`src/rtl/isa_mon_pkg.sv`:
```
// Shared types and constants for the ISA compliance pass/fail/timeout monitor.
package isa_mon_pkg;

    typedef enum logic [1:0] {
        MON_RUN  = 2'd0,
        MON_PASS = 2'd1,
        MON_FAIL = 2'd2,
        MON_TMO  = 2'd3
    } mon_state_e;

    localparam int HOLD_CYCLES_DEF = 4;

    // riscv-tests write 1 to tohost on success; (n << 1) | 1 on failure of test n.
    localparam logic [31:0] TOHOST_PASS = 32'd1;

endpackage

```
`src/rtl/isa_test_monitor_if.sv`:
```
// IF/ID PC sample stream (plus the store port when ISA_MON_TOHOST_EN is defined).
interface isa_test_monitor_if #(
    parameter int PC_W = 32
) ();

    logic            pc_valid;
    logic [PC_W-1:0] pc;
`ifdef ISA_MON_TOHOST_EN
    logic            st_valid;
    logic [PC_W-1:0] st_addr;
    logic [31:0]     st_data;
`endif

`ifdef ISA_MON_TOHOST_EN
    modport master (output pc_valid, pc, st_valid, st_addr, st_data);
    modport slave  (input  pc_valid, pc, st_valid, st_addr, st_data);
`else
    modport master (output pc_valid, pc);
    modport slave  (input  pc_valid, pc);
`endif

endinterface

```
`src/rtl/isa_mon_loop_det.sv`:
```
// Self-loop detector: remembers the last valid PC and counts consecutive repeats.
module isa_mon_loop_det #(
    parameter int PC_W        = 32,
    parameter int HOLD_CYCLES = 4
) (
    input  logic            clk,
    input  logic            rst_n,
    input  logic            clr,
    input  logic            pc_valid,
    input  logic [PC_W-1:0] pc,
    output logic            parked,
    output logic [PC_W-1:0] last_pc
);

    localparam logic [7:0] HOLD_MAX = 8'(HOLD_CYCLES);

    logic [7:0] hold;

    function automatic logic [7:0] hold_sat_inc(input logic [7:0] v);
        return (v == HOLD_MAX) ? v : v + 8'd1;
    endfunction

    // Invalid samples (stalls, bubbles) leave the match state untouched.
    always_ff @(posedge clk or negedge rst_n) begin
        if (!rst_n) begin
            hold    <= 8'd0;
            last_pc <= '0;
        end else if (clr) begin
            hold    <= 8'd0;
            last_pc <= '0;
        end else if (pc_valid) begin
            hold    <= (pc == last_pc) ? hold_sat_inc(hold) : 8'd1;
            last_pc <= pc;
        end
    end

    assign parked = (hold == HOLD_MAX);

endmodule

```
`src/rtl/isa_test_monitor.sv`:
```
// Pass/fail/timeout monitor for ISA compliance runs. Optional tohost store
// detection is enabled by defining ISA_MON_TOHOST_EN.
module isa_test_monitor
    import isa_mon_pkg::*;
#(
    parameter int PC_W           = 32,
    parameter int CNT_W          = 32,
    parameter int HOLD_CYCLES    = HOLD_CYCLES_DEF,
`ifdef ISA_MON_TOHOST_EN
    parameter logic [31:0] TOHOST_PASS_CODE = TOHOST_PASS,
`endif
    parameter int TIMEOUT_CYCLES = 100000
) (
    input  logic             clk,
    input  logic             rst_n,
    input  logic             clr,
    isa_test_monitor_if.slave mon,
    input  logic [PC_W-1:0]  cfg_pass_pc,
    input  logic [PC_W-1:0]  cfg_fail_pc,
`ifdef ISA_MON_TOHOST_EN
    input  logic [PC_W-1:0]  cfg_tohost,
    output logic [30:0]      tohost_code,
`endif
    output logic             done,
    output logic             pass,
    output logic             fail,
    output logic             timeout,
    output logic [CNT_W-1:0] end_cycle,
    output logic [PC_W-1:0]  end_pc,
    output logic [CNT_W-1:0] cycle_count
);

    localparam bit             TMO_EN   = (TIMEOUT_CYCLES != 0);
    localparam logic [CNT_W-1:0] TMO_LAST = CNT_W'(TIMEOUT_CYCLES - 1);

    mon_state_e      state, state_nx;
    logic            parked;
    logic [PC_W-1:0] last_pc;

    function automatic logic [CNT_W-1:0] cnt_sat_inc(input logic [CNT_W-1:0] v);
        return (&v) ? v : v + CNT_W'(1);
    endfunction

    isa_mon_loop_det #(
        .PC_W        (PC_W),
        .HOLD_CYCLES (HOLD_CYCLES)
    ) u_loop_det (
        .clk      (clk),
        .rst_n    (rst_n),
        .clr      (clr),
        .pc_valid (mon.pc_valid),
        .pc       (mon.pc),
        .parked   (parked),
        .last_pc  (last_pc)
    );

`ifdef ISA_MON_TOHOST_EN
    logic st_hit;
    assign st_hit = mon.st_valid && (mon.st_addr == cfg_tohost) && mon.st_data[0];
`endif

    always_ff @(posedge clk or negedge rst_n) begin
        if (!rst_n) state <= MON_RUN;
        else        state <= state_nx;
    end

    // Finish priority: tohost store, then fail loop, then pass loop, then watchdog.
    always_comb begin
        state_nx = state;
        if (clr) begin
            state_nx = MON_RUN;
        end else if (state == MON_RUN) begin
`ifdef ISA_MON_TOHOST_EN
            if (st_hit)
                state_nx = (mon.st_data == TOHOST_PASS_CODE) ? MON_PASS : MON_FAIL;
            else
`endif
            if (parked && (last_pc == cfg_fail_pc))
                state_nx = MON_FAIL;
            else if (parked && (last_pc == cfg_pass_pc))
                state_nx = MON_PASS;
            else if (TMO_EN && (cycle_count == TMO_LAST))
                state_nx = MON_TMO;
        end
    end

    always_comb begin
        done    = (state != MON_RUN);
        pass    = (state == MON_PASS);
        fail    = (state == MON_FAIL);
        timeout = (state == MON_TMO);
    end

    // The counter stops on the finishing edge so end_cycle equals the frozen count.
    always_ff @(posedge clk or negedge rst_n) begin
        if (!rst_n) begin
            cycle_count <= '0;
            end_cycle   <= '0;
            end_pc      <= '0;
`ifdef ISA_MON_TOHOST_EN
            tohost_code <= '0;
`endif
        end else if (clr) begin
            cycle_count <= '0;
            end_cycle   <= '0;
            end_pc      <= '0;
`ifdef ISA_MON_TOHOST_EN
            tohost_code <= '0;
`endif
        end else if (state == MON_RUN) begin
            if (state_nx == MON_RUN) begin
                cycle_count <= cnt_sat_inc(cycle_count);
            end else begin
                end_cycle <= cycle_count;
                end_pc    <= last_pc;
`ifdef ISA_MON_TOHOST_EN
                if (st_hit && (state_nx == MON_FAIL))
                    tohost_code <= mon.st_data[31:1];
`endif
            end
        end
    end

endmodule

```
`src/flat_wrapper.sv`:
```
// flat-port wrapper written by rule: the top's interface ports become plain ports
module isa_test_monitor_flat import isa_mon_pkg::*;
#(
    parameter int PC_W           = 32,
    parameter int CNT_W          = 32,
    parameter int HOLD_CYCLES    = HOLD_CYCLES_DEF,

    parameter int TIMEOUT_CYCLES = 100000
)
  (clk, rst_n, clr, cfg_pass_pc, cfg_fail_pc, done, pass, fail, timeout, end_cycle, end_pc, cycle_count, mon_pc_valid, mon_pc);
  isa_test_monitor_if #(.PC_W(PC_W)) mon_i ();
  input  logic clk;
  input  logic rst_n;
  input  logic clr;
  input  logic [PC_W-1:0] cfg_pass_pc;
  input  logic [PC_W-1:0] cfg_fail_pc;
  output logic done;
  output logic pass;
  output logic fail;
  output logic timeout;
  output logic [CNT_W-1:0] end_cycle;
  output logic [PC_W-1:0] end_pc;
  output logic [CNT_W-1:0] cycle_count;
  input wire logic [$bits(mon_i.pc_valid)-1:0] mon_pc_valid;
  input wire logic [$bits(mon_i.pc)-1:0] mon_pc;
  assign mon_i.pc_valid = mon_pc_valid;
  assign mon_i.pc = mon_pc;
  isa_test_monitor #(.PC_W(PC_W), .CNT_W(CNT_W), .HOLD_CYCLES(HOLD_CYCLES), .TIMEOUT_CYCLES(TIMEOUT_CYCLES)) u_core (.clk(clk), .rst_n(rst_n), .clr(clr), .mon(mon_i), .cfg_pass_pc(cfg_pass_pc), .cfg_fail_pc(cfg_fail_pc), .done(done), .pass(pass), .fail(fail), .timeout(timeout), .end_cycle(end_cycle), .end_pc(end_pc), .cycle_count(cycle_count));
endmodule
```
`config.mk`:
```
export PLATFORM = sky130hd
export DESIGN_NAME = isa_test_monitor_flat
export DESIGN_NICKNAME = d
export VERILOG_FILES = /design/src/rtl/isa_mon_pkg.sv /design/src/rtl/isa_test_monitor_if.sv /design/src/rtl/isa_mon_loop_det.sv /design/src/rtl/isa_test_monitor.sv /design/src/flat_wrapper.sv
export SDC_FILE = /design/constraint.sdc
export NUM_CORES = 1
export LEC_CHECK = 0
export BUFFER_PORTS_ARGS = -buffer_cell sky130_fd_sc_hd__clkbuf_2
export CAP_MARGIN = 0
export CORE_ASPECT_RATIO = 1.5
export CORE_MARGIN = 10
export CORE_UTILIZATION = 54
export DETAILED_ROUTE_END_ITERATION = 8
export PLACE_DENSITY_LB_ADDON = 0.08
export SYNTH_ARGS = -nofsm -noshare
export SYNTH_HDL_FRONTEND = slang
export SYNTH_SLANG_ARGS = --single-unit
```
`constraint.sdc`:
```
create_clock -name clk -period 3.5 [get_ports clk]
set_input_delay 0.525 -clock clk [delete_from_list [all_inputs] [get_ports clk]]
set_output_delay 0.525 -clock clk [all_outputs]
set_load 0.01 [all_outputs]
```
==> results of run 1 <==
kinds of logic after synthesis:
group                    after synthesis
AO/OA/AOI/OAI                        129
XOR/XNOR                              98
buffers and inverters                 85
adder cells (fa/ha/maj)                3
multiplexers                          43
AND/OR/NAND/NOR                      324
flip-flops                           138
where the power goes:
part	internal (W)	switching [W]	total [W]	leakage [nW]
sequential	0.00162	0.0000598	0.00168	1.90
combinational	0.000165	0.000190	0.000355	1.97
clock	0.00130	0.000683	0.00198	0.310
total	0.00309	0.000933	0.00402	4.18
state kept, by name, summed over array words and instances (netlist names):
name                       flops
u_core.u_loop_det.hold         8
u_core.cycle_count            32
u_core.state                   2
u_core.end_cycle              32
u_core.u_loop_det.last_pc     32
u_core.end_pc                 32
area by class of cell:
class	instances	area [um^2]
sequential	138	3453
multi-input combinational	597	3757
inverter	9	33.78
tap	165	206.4
clock inverter	10	191.4
timing repair buffer	213	1147
fill	1223	4676
clock buffer	21	460.4
cells in the mapped netlist, types with 2 or more instances:
cell                         n  area share [%]
sky130_fd_sc_hd__and2_1      2            0.16
sky130_fd_sc_hd__xor2_1     10             1.2
sky130_fd_sc_hd__nand3b_1    5            0.49
sky130_fd_sc_hd__ha_1        3            0.49
sky130_fd_sc_hd__and4_1      2            0.23
sky130_fd_sc_hd__and3_1      8            0.66
sky130_fd_sc_hd__mux2i_1    37             4.9
sky130_fd_sc_hd__nor2b_1     5            0.41
sky130_fd_sc_hd__nand4_1    38             3.1
sky130_fd_sc_hd__a21oi_1    29             1.9
sky130_fd_sc_hd__nand2b_1   61             5.0
sky130_fd_sc_hd__mux2_2      6            0.89
sky130_fd_sc_hd__a31oi_1     2            0.16
sky130_fd_sc_hd__o21ai_0    16             1.1
sky130_fd_sc_hd__nor2_1     59             2.9
sky130_fd_sc_hd__buf_1       8            0.40
sky130_fd_sc_hd__dfrtp_1   138              46
sky130_fd_sc_hd__nor3_1      6            0.40
sky130_fd_sc_hd__buf_4      12             1.2
sky130_fd_sc_hd__nor4b_1     2            0.23
sky130_fd_sc_hd__nor4_1     16             1.3
sky130_fd_sc_hd__buf_2      15            0.99
sky130_fd_sc_hd__nand3_1    11            0.73
sky130_fd_sc_hd__nand2_1    78             3.9
sky130_fd_sc_hd__or3_1      13             1.1
sky130_fd_sc_hd__inv_1       9            0.45
sky130_fd_sc_hd__clkbuf_1   41             2.0
sky130_fd_sc_hd__o31ai_1     9            0.89
sky130_fd_sc_hd__or2_2       2            0.16
sky130_fd_sc_hd__a211oi_1    2            0.20
sky130_fd_sc_hd__xnor2_1    88              10
sky130_fd_sc_hd__or4_1      12             1.2
sky130_fd_sc_hd__o21ai_1    63             4.2
sky130_fd_sc_hd__a31o_2      2            0.23
final timing paths:
| kind | start | to | slack, ns | depth (start not counted) |
|---|---|---|---|---|
| min in group clk | mon_pc[6] | u_core.u_loop_det.last_pc[6] | 0.38 | 3 |
| max in group asynchronous | rst_n | u_core.cycle_count[18] | 2.59 | 2 |
| min reg2reg | u_core.end_cycle[29] | u_core.end_cycle[29] | 0.52 | 2 |
| max | u_core.u_loop_det.last_pc[3] | u_core.end_cycle[18] | 0.55 | 8 |
| max reg2reg | u_core.u_loop_det.last_pc[3] | u_core.end_cycle[18] | 0.55 | 8 |
| min | rst_n | u_core.end_cycle[23] | 0.11 | 1 |
per-layer routing:
layer  vias up  track usage (%)  routed length [um]
met3        65            6.905                1799
li1       3112                -                   -
met4         0            14.99                1308
met1      3217            27.70                8623
met2       293            40.68               11450
met5         -                0                   0
through the flow:
step	area (um^2)	power, W
after floorplan	7586	0.001894
after global placement	8598	0.002058
after detailed placement	8598	0.002063
after CTS	9250	0.004048
after global routing	9250	0.004145
final	9250	0.004020
critical path: stages, from the launching register on:
cell,delay (ns)
sky130_fd_sc_hd__dfrtp_1,0.46
sky130_fd_sc_hd__xor2_1,0.22
sky130_fd_sc_hd__or4_1,0.53
sky130_fd_sc_hd__nor4_1,0.33
sky130_fd_sc_hd__a31oi_1,0.27
sky130_fd_sc_hd__a211oi_4,0.41
sky130_fd_sc_hd__buf_12,0.29
sky130_fd_sc_hd__mux2i_1,0.21
sky130_fd_sc_hd__nor2_1,0.06
==> results.cfg, run 1 <==
[status]
outcome = finished clean

[detailed_routing]
ant_nets = 0
wl_um = 23180
route.detailed.wl_per_inst_um = 20.10
detail_route.iter0.violations = 549
drt-vias-per-instance = 5.800
drtPass1Iterations = 5
via_count = 6687
detail_route.drc_violations = 0

[timing]
max_clk_rate_ghz = 0.3384
timing.final.crit_period_ns = 2.955
final-setup-viol-count = 0
holdWs_ns = 0.1051
timing.max_slew.rel_slack_pct = 49.74
fin_skew_ns = 0.008877
grt_setup_unrepaired = no
worstMarginPinSlew_ns = 0.7540
timing.final.max_slew_violations = 0
final_worst_setup_slack_ns = 0.5450
totalNegativeSetupSlack_ns = 0
final-hold-violation-count = 0
layout_worst_path_cycle_share_pct = 84.43

[synthesis]
synth-seq-area-share_pct = 45.52
synth-simple-area-share_pct = 22.48
flop_and_latch_count_out_of_synthesis = 138
synth_top_family_by_area = simple AND/OR/NAND/NOR gates
synth_fa_ha_area_share_pct = 0.4948
avgSynthCellArea_um2 = 9.251
synth_compound_area_share_pct = 9.368
yosysWarnings = 0
syn-cell-area_mm2 = 0.007586
yosys.area_share.xor_xnor_pct = 11.31
synthArstFlopShare_pct = 100.0
synth_flop_cell = sky130_fd_sc_hd__dfrtp_1
post_synth_inst_count = 820
synth_fp_nets = 923
synth_cell_type_count = 44
post_synth_mux_area_share_pct = 5.773
synth_edf_count = 0

[placed_design]
io_buffers = 199
post-place-cells = 1122
place.gp.congestion = 0.9423
detailedPlacementHpwl_um = 17350
place_ws_ns = 0.4787

[clock_tree]
clkTransAtPathRegs_ns = 0.06
clock_tree_from_tritoncts = done
post_cts_repair_setup_buffers = 0
clock-sinks = 138
clk_root_buffer_cell = sky130_fd_sc_hd__clkbuf_16
cts.repair.resized = 0
post_cts_hold_buffer_count = 0
number_of_buffers_on_the_longest_clock_path = 2
tritoncts.num_buffers = 17
clkLatencyLatePin_ns = 0.42
number_of_levels_in_the_clock_h_tree = 4

[power]
vdd_drop_max_uv = 298.3
power_density_mw_per_mm2 = 434.5
total_leakage_power_nw = 4.185

[final_layout]
share_of_layout_cells_above_drive_strength_1_pct = 25.81
layout.cells.most_common = sky130_fd_sc_hd__clkbuf_2
number_of_non_filler_instances_in_the_completed_layout = 1153
nets = 1079
n_antenna_cell = 0
postLayoutCoreUtil_pct = 66.42
layout_common_cells = sky130_fd_sc_hd__clkbuf_2 (197), sky130_fd_sc_hd__dfrtp_1 (138), sky130_fd_sc_hd__xnor2_1 (88)
area.growth.synth_to_final_pct = 21.94

[die]
placementRows = 53
die_x_um = 116.8
core_area_mm2 = 0.01393
dieArea_mm2 = 0.01929
floorplan.io_pins = 200
die_h_um = 165.2
start_util_pct = 54.47

[global_route]
first_global_vias = 7045
grt_start_max_net_pins = 76
globalRoute.totalOverflow = 0
antenna_found_initial = 0
grt_util_all_layers_pct = 24.71
first_pass_grt_wire_length_um = 36940

[setup_path]
critPathCaptureType = register
timing.critical_path.from_type = register
setup.worst_path.class = register to register
required_time_of_the_worst_setup_path_ns = 3.77
biggest_fanout_along_the_worst_timing_path = 58
critical_path_arrival_ns = 3.22

[hold_path]
worstHoldPathType = input port to async pin

[run]
drv.max_cap_violation_count = 0
(Power assumes the default switching activity.)
==> inputs of run 2 (changes only) <==
==> constraint.sdc (replaced) <==
create_clock -name clk -period 3 [get_ports clk]
set_input_delay 0.45 -clock clk [delete_from_list [all_inputs] [get_ports clk]]
set_output_delay 0.45 -clock clk [all_outputs]
set_load 0.01 [all_outputs]
==> run 2 against run 1 <==
  * Sequential share of layout area fell by 0.81 points
  * Design area up 2.2%
  * Routed wire length fell by 0.27%
  * Clock skew rose by 0.0058 ns
==> results.cfg, run 2 (synthesized netlist as in run 1, its figures left out) <==
[status]
outcome = finished clean

[die]
die_h_um = 165.2
core_area_mm2 = 0.01393
die_x_um = 116.8
dieArea_mm2 = 0.01929
placementRows = 53
start_util_pct = 54.47
floorplan.io_pins = 200

[clock_tree]
number_of_levels_in_the_clock_h_tree = 4
cts.repair.resized = 0
clock-sinks = 138
post_cts_hold_buffer_count = 0
clkLatencyLatePin_ns = 0.42
clock_tree_from_tritoncts = done
clk_root_buffer_cell = sky130_fd_sc_hd__clkbuf_16
post_cts_repair_setup_buffers = 0
number_of_buffers_on_the_longest_clock_path = 2
clkTransAtPathRegs_ns = 0.06
tritoncts.num_buffers = 17

[global_route]
antenna_found_initial = 0
first_pass_grt_wire_length_um = 36920
globalRoute.totalOverflow = 0
grt_util_all_layers_pct = 24.59
grt_start_max_net_pins = 74
first_global_vias = 7047

[detailed_routing]
wl_um = 23120
drtPass1Iterations = 4
route.detailed.wl_per_inst_um = 19.52
detail_route.iter0.violations = 429
ant_nets = 0
drt-vias-per-instance = 5.649
detail_route.drc_violations = 0
via_count = 6688

[setup_path]
critical_path_arrival_ns = 3.11
worst_r2r_startpoint = u_core.cycle_count[24]
setup.reg_to_reg.worst_slack_ns = 0.22
setup.worst_path.class = register to register
required_time_of_the_worst_setup_path_ns = 3.33
biggest_fanout_along_the_worst_timing_path = 24
r2r_depth = 11
timing.critical_path.from = u_core.cycle_count[24]
critPathCaptureType = register
regToRegEndpoint = u_core.end_cycle[4]
timing.critical_path.from_type = register

[timing]
worstMarginPinSlew_ns = 0.7248
max_clk_rate_ghz = 0.3602
layout_worst_path_cycle_share_pct = 92.54
timing.final.max_slew_violations = 0
final-hold-violation-count = 0
totalNegativeSetupSlack_ns = 0
grt_setup_unrepaired = no
fin_skew_ns = 0.01465
timing.final.crit_period_ns = 2.776
final-setup-viol-count = 0
timing.max_slew.rel_slack_pct = 51.68

[placed_design]
place.gp.congestion = 0.9411
detailedPlacementHpwl_um = 17880
dpl_cell_area_mm2 = 0.008881
io_buffers = 199

[final_layout]
share_of_layout_cells_above_drive_strength_1_pct = 28.16
n_antenna_cell = 0
multi_input_comb_area_mm2 = 0.003757
fillCellCount = 1205
layout.cells.most_common = sky130_fd_sc_hd__clkbuf_2
sequential_cell_area_mm2 = 0.003453
final_design_area_no_fill_mm2 = 0.009455
area.growth.synth_to_final_pct = 24.64
layout_common_cells = sky130_fd_sc_hd__clkbuf_2 (197), sky130_fd_sc_hd__dfrtp_1 (138), sky130_fd_sc_hd__xnor2_1 (88)
nets = 1110

[run]
drv.max_cap_violation_count = 0

[power]
total_leakage_power_nw = 4.314
power_switching_w = 0.001114
p_clk_share_pct = 46.2
vdd_drop_max_uv = 403.3
power_switching_share_pct = 25.14
power_density_mw_per_mm2 = 468.5
power_frac_seq_pct = 44.1
comb_power_share_pct = 9.7
intPower_w = 0.003316

[hold_path]
worstHoldPathType = input port to async pin
[run 2: area by class of cell]
cell class | count | area share [%]
Clock inverter | 13 | 1.535
Inverter | 9 | 0.3573
Multi-Input combinational cell | 597 | 39.74
Clock buffer | 18 | 4.539
Sequential cell | 138 | 36.52
Timing Repair Buffer | 244 | 15.13
Tap cell | 165 | 2.183
[run 2: how the worst max path moves through the flow]
stage,to,slack [ns],cells after the start
6_report,u_core.end_cycle[4],0.22,11
5_1_grt,u_core.end_cycle[3],0.07,12
4_1_cts,u_core.end_cycle[4],0.23,11
3_5_place_dp,u_core.end_cycle[29],0.25,10
3_3_place_gp,u_core.end_cycle[29],0.26,10
2_1_floorplan,u_core.cycle_count[1],0.39,10
[run 2: power groups by stage]
stage / Clock (W) / Sequential, W / Combinational (W)
floorplan: 0 / 0.00194 / 0.000274
global placement: 0 / 0.00198 / 0.000429
global route: 0.00216 / 0.00195 / 0.000468
CTS: 0.00207 / 0.00195 / 0.000435
finish: 0.00205 / 0.00195 / 0.000431
detailed placement: 0 / 0.00198 / 0.000433
[run 2: critical path, cell delays in order, from the launching register on]
cell and delay [ns]:
sky130_fd_sc_hd__dfrtp_1 0.38, sky130_fd_sc_hd__nor4_1 0.45, sky130_fd_sc_hd__nand4_1 0.23, sky130_fd_sc_hd__nor4_1 0.35
sky130_fd_sc_hd__buf_4 0.19, sky130_fd_sc_hd__a31oi_1 0.04, sky130_fd_sc_hd__buf_4 0.18, sky130_fd_sc_hd__a211oi_4 0.24
sky130_fd_sc_hd__buf_4 0.29, sky130_fd_sc_hd__buf_12 0.19, sky130_fd_sc_hd__nand2_1 0.06, sky130_fd_sc_hd__o21ai_1 0.08
[run 2: per-layer routing]
layer | global-route usage (%) | wire length (um) | part of all wire, %
met3 | 6.833 | 1756 | 7.6
met5 | 0 | 0 | 0
met1 | 27.32 | 8623 | 37
met2 | 41.34 | 11540 | 50
met4 | 13.64 | 1196 | 5.2
[run 2: metrics by stage]
stage / std cells / setup WS [ns] / total power, W / hold slack [ns] / util, %
2_1_floorplan: 820 / 0.3887 / 0.002209 / 0.1544 / -
3_3_place_gp: 1153 / 0.2605 / 0.002413 / 0.4813 / 63.77
3_5_place_dp: 1153 / 0.2538 / 0.002417 / 0.4755 / 63.77
4_1_cts: 1184 / 0.2310 / 0.004453 / 0.03439 / 67.90
5_1_grt: 1184 / 0.07333 / 0.004578 / 0.05539 / 67.90
6_report: 1184 / 0.2238 / 0.004429 / 0.01679 / 67.90
==> inputs of run 3 (changes only) <==
--- a/config.mk
+++ b/config.mk
@@ -14,4 +14,5 @@
 export PLACE_DENSITY_LB_ADDON = 0.08
 export SYNTH_ARGS = -nofsm -noshare
 export SYNTH_HDL_FRONTEND = slang
+export SYNTH_HIERARCHICAL = 1
 export SYNTH_SLANG_ARGS = --single-unit
==> run 3 against run 2 <==
  * Sequential share of layout area down 0.71 points
  * Routed wire length up 10%
  * Area after synthesis up 1.3%
  * Synthesized cell count down 4.3%
  * Worst setup slack worse by 0.10 ns
  * Clock skew down 0.0037 ns
  * Global-route usage up 0.13 points
  * Design area up 2.0%
  * Combinational power down 1%
  * Via count up 2.0%
  * Core utilization up 1.0 points
==> results.cfg, run 3 <==
[clock_tree]
clk_root_buffer_cell = sky130_fd_sc_hd__clkbuf_16
tritoncts.num_buffers = 17
clock-sinks = 138
clkTransAtPathRegs_ns = 0.06
number_of_buffers_on_the_longest_clock_path = 2
number_of_levels_in_the_clock_h_tree = 4
clock_tree_from_tritoncts = done
clkLatencyLatePin_ns = 0.42

[synthesis]
ys_top_cells_by_area = sky130_fd_sc_hd__dfrtp_1 (45%), sky130_fd_sc_hd__xnor2_1 (7.4%), sky130_fd_sc_hd__mux2i_1 (5.5%)
netlist_top_cells_count = sky130_fd_sc_hd__dfrtp_1 (138), sky130_fd_sc_hd__nand2_1 (72), sky130_fd_sc_hd__xnor2_1 (65), sky130_fd_sc_hd__nor2_1 (63), sky130_fd_sc_hd__nand2b_1 (62)
synth_most_common_cell = sky130_fd_sc_hd__dfrtp_1
yosysWarnings = 6
synthArstFlopShare_pct = 100.0
flop_and_latch_count_out_of_synthesis = 138
avgSynthCellArea_um2 = 9.788
synth_edf_count = 0
synth.top_cell.area_share_pct = 44.94
synth-seq-area-share_pct = 44.94
synth_fp_nets = 888
syn-cell-area_mm2 = 0.007684
post_synth_inst_count = 785
post-synth-top-area-cell = sky130_fd_sc_hd__dfrtp_1
synth_cell_type_count = 60
synth_flop_cell = sky130_fd_sc_hd__dfrtp_1

[die]
placementRows = 53
floorplan.io_pins = 200
dieArea_mm2 = 0.01950
start_util_pct = 54.91
core_area_mm2 = 0.01399
die_h_um = 166.1
die_x_um = 117.4

[placed_design]
place_ws_ns = 0.09289
io_buffers = 199
detailedPlacementHpwl_um = 18590
place.gp.congestion = 0.8649

[final_layout]
area.growth.synth_to_final_pct = 25.53
nets = 1097
layout.cells.most_common = sky130_fd_sc_hd__clkbuf_2
share_of_layout_cells_above_drive_strength_1_pct = 28.80
layout_common_cells = sky130_fd_sc_hd__clkbuf_2 (197), sky130_fd_sc_hd__dfrtp_1 (137), sky130_fd_sc_hd__nand2_1 (72)

[setup_path]
biggest_fanout_along_the_worst_timing_path = 43
crit_path_cell_trace = inv_1, ha_1, nor4b_1, nand3_1, inv_1, and3_1, a31o_2, or3_1, buf_12, or4b_1, a211oi_2
critical_path_arrival_ns = 3.20
critPathCaptureType = register
critical_path_max_stage_delay_ns = 0.51
cp.buffers_inverters = 3
required_time_of_the_worst_setup_path_ns = 3.32
cpLargestDelayFamily = simple AND/OR/NAND/NOR gates
most_frequent_cell_on_critical_path = sky130_fd_sc_hd__inv_1
setup.worst_path.class = register to register
timing.critical_path.from_type = register
critical-path-slowest-cell = sky130_fd_sc_hd__or4b_1

[detailed_routing]
route.detailed.wl_per_inst_um = 21.24
wl_um = 25490
drt-vias-per-instance = 5.683
detail_route.iter0.violations = 517
detail_route.drc_violations = 0
ant_nets = 0
drtPass1Iterations = 5
via_count = 6819

[timing]
timing.max_slew.rel_slack_pct = 45.58
final-hold-violation-count = 0
worstMarginPinSlew_ns = 0.8162
final-setup-viol-count = 0
timing.final.crit_period_ns = 2.878
fin_skew_ns = 0.01098
timing.final.max_slew_violations = 0
max_clk_rate_ghz = 0.3474
final_worst_setup_slack_ns = 0.1218
layout_worst_path_cycle_share_pct = 95.94
holdWs_ns = 0.3062

[global_route]
globalRoute.totalOverflow = 0
grt_util_all_layers_pct = 24.71
grt_start_max_net_pins = 83
first_pass_grt_wire_length_um = 38670
antenna_found_initial = 1
first_global_vias = 7200

[status]
outcome = finished clean

[power]
finalPower_w = 0.004540
vdd_drop_max_uv = 342.3
power_density_mw_per_mm2 = 470.7
total_leakage_power_nw = 4.438

[run]
drv.max_cap_violation_count = 0

[hold_path]
worstHoldPathType = input port to register
[run 3: changes by cell type after synthesis, moves of 10 or more]
cell / delta
sky130_fd_sc_hd__xor2_1: +26
sky130_fd_sc_hd__clkbuf_1: -22
sky130_fd_sc_hd__nand4_1: -17
sky130_fd_sc_hd__o21ai_0: +38
sky130_fd_sc_hd__o21ai_1: -61
sky130_fd_sc_hd__buf_4: -10
sky130_fd_sc_hd__xnor2_1: -23
[run 3: repair_timing]
item / 4_1_cts / 5_1_grt
resized for setup: 0 / 3
hold buffers: 1 / 0
buffers inserted: 0 / 5
endpoints found under the hold margin: 15 / 0
endpoints found under the setup margin: 0 / 24
[run 3: worst paths after layout]
path / start / end / slack, ns / depth (start not counted)
max in group asynchronous: rst_n / u_core/end_cycle[0] / 1.64 / 3
hold reg to reg: u_core/end_cycle[14] / u_core/end_cycle[14] / 0.52 / 2
min in group asynchronous: rst_n / u_core/end_cycle[24] / 0.54 / 2
hold / removal: mon_pc[3] / u_core/u_loop_det/last_pc[3] / 0.31 / 3
setup / recovery: u_core/u_loop_det/hold[0] / u_core/cycle_count[22] / 0.12 / 11
setup reg to reg: u_core/u_loop_det/hold[0] / u_core/cycle_count[22] / 0.12 / 11
[run 3: per-layer routing]
metal	track usage (%)	part of all wire (%)	vias to the layer above
met5	0	0	-
met3	6.907	6.4	50
met1	26.38	37	3298
met4	12.56	4.2	0
met2	43.42	52	310
li1	-	-	3161
[run 3: power by group]
group	switching, W	total, W	leakage (nW)	internal [W]
clock network	0.000847	0.00216	0.281	0.00132
registers	0.0000610	0.00195	1.90	0.00189
logic	0.000230	0.000426	2.26	0.000196
total	0.00114	0.00454	4.44	0.00340
[run 3: area by class of cell]
type                            instances  area (um^2)
Timing Repair Buffer                  234         1359
Clock inverter                         13        168.9
Fill cell                            1162         4347
Multi-Input combinational cell        593         3950
Sequential cell                       138         3455
Inverter                               10        37.54
Tap cell                              192        240.2
Antenna cell                            1        2.502
Clock buffer                           19        432.9
[run 3: kinds of logic after synthesis]
family                   synth area share, %
AND/OR/NAND/NOR                        23.07
flip-flops                             44.94
AO/OA/AOI/OAI                          10.19
XOR/XNOR                               11.51
buffers and inverters                  3.876
multiplexers                           5.911
adder cells (fa/ha/maj)               0.4886
[run 3: stage by stage]
step	setup TNS, ns	util (%)	area [um^2]	std cells
floorplan	0	-	7684	785
global placement	0	63.93	8945	1159
detailed placement	0	63.93	8945	1159
CTS	0	68.30	9557	1192
global route	-0.0003997	68.92	9643	1199
finish	0	68.94	9646	1200
[run 3: worst register-to-register path: cells and delay by family (launching register included)]
family / cells / cell delay [ns]
AO/OA/AOI/OAI: 2 / 0.50
buffers and inverters: 3 / 0.34
flip-flops: 1 / 0.41
AND/OR/NAND/NOR: 5 / 1.35
adder cells (fa/ha/maj): 1 / 0.18
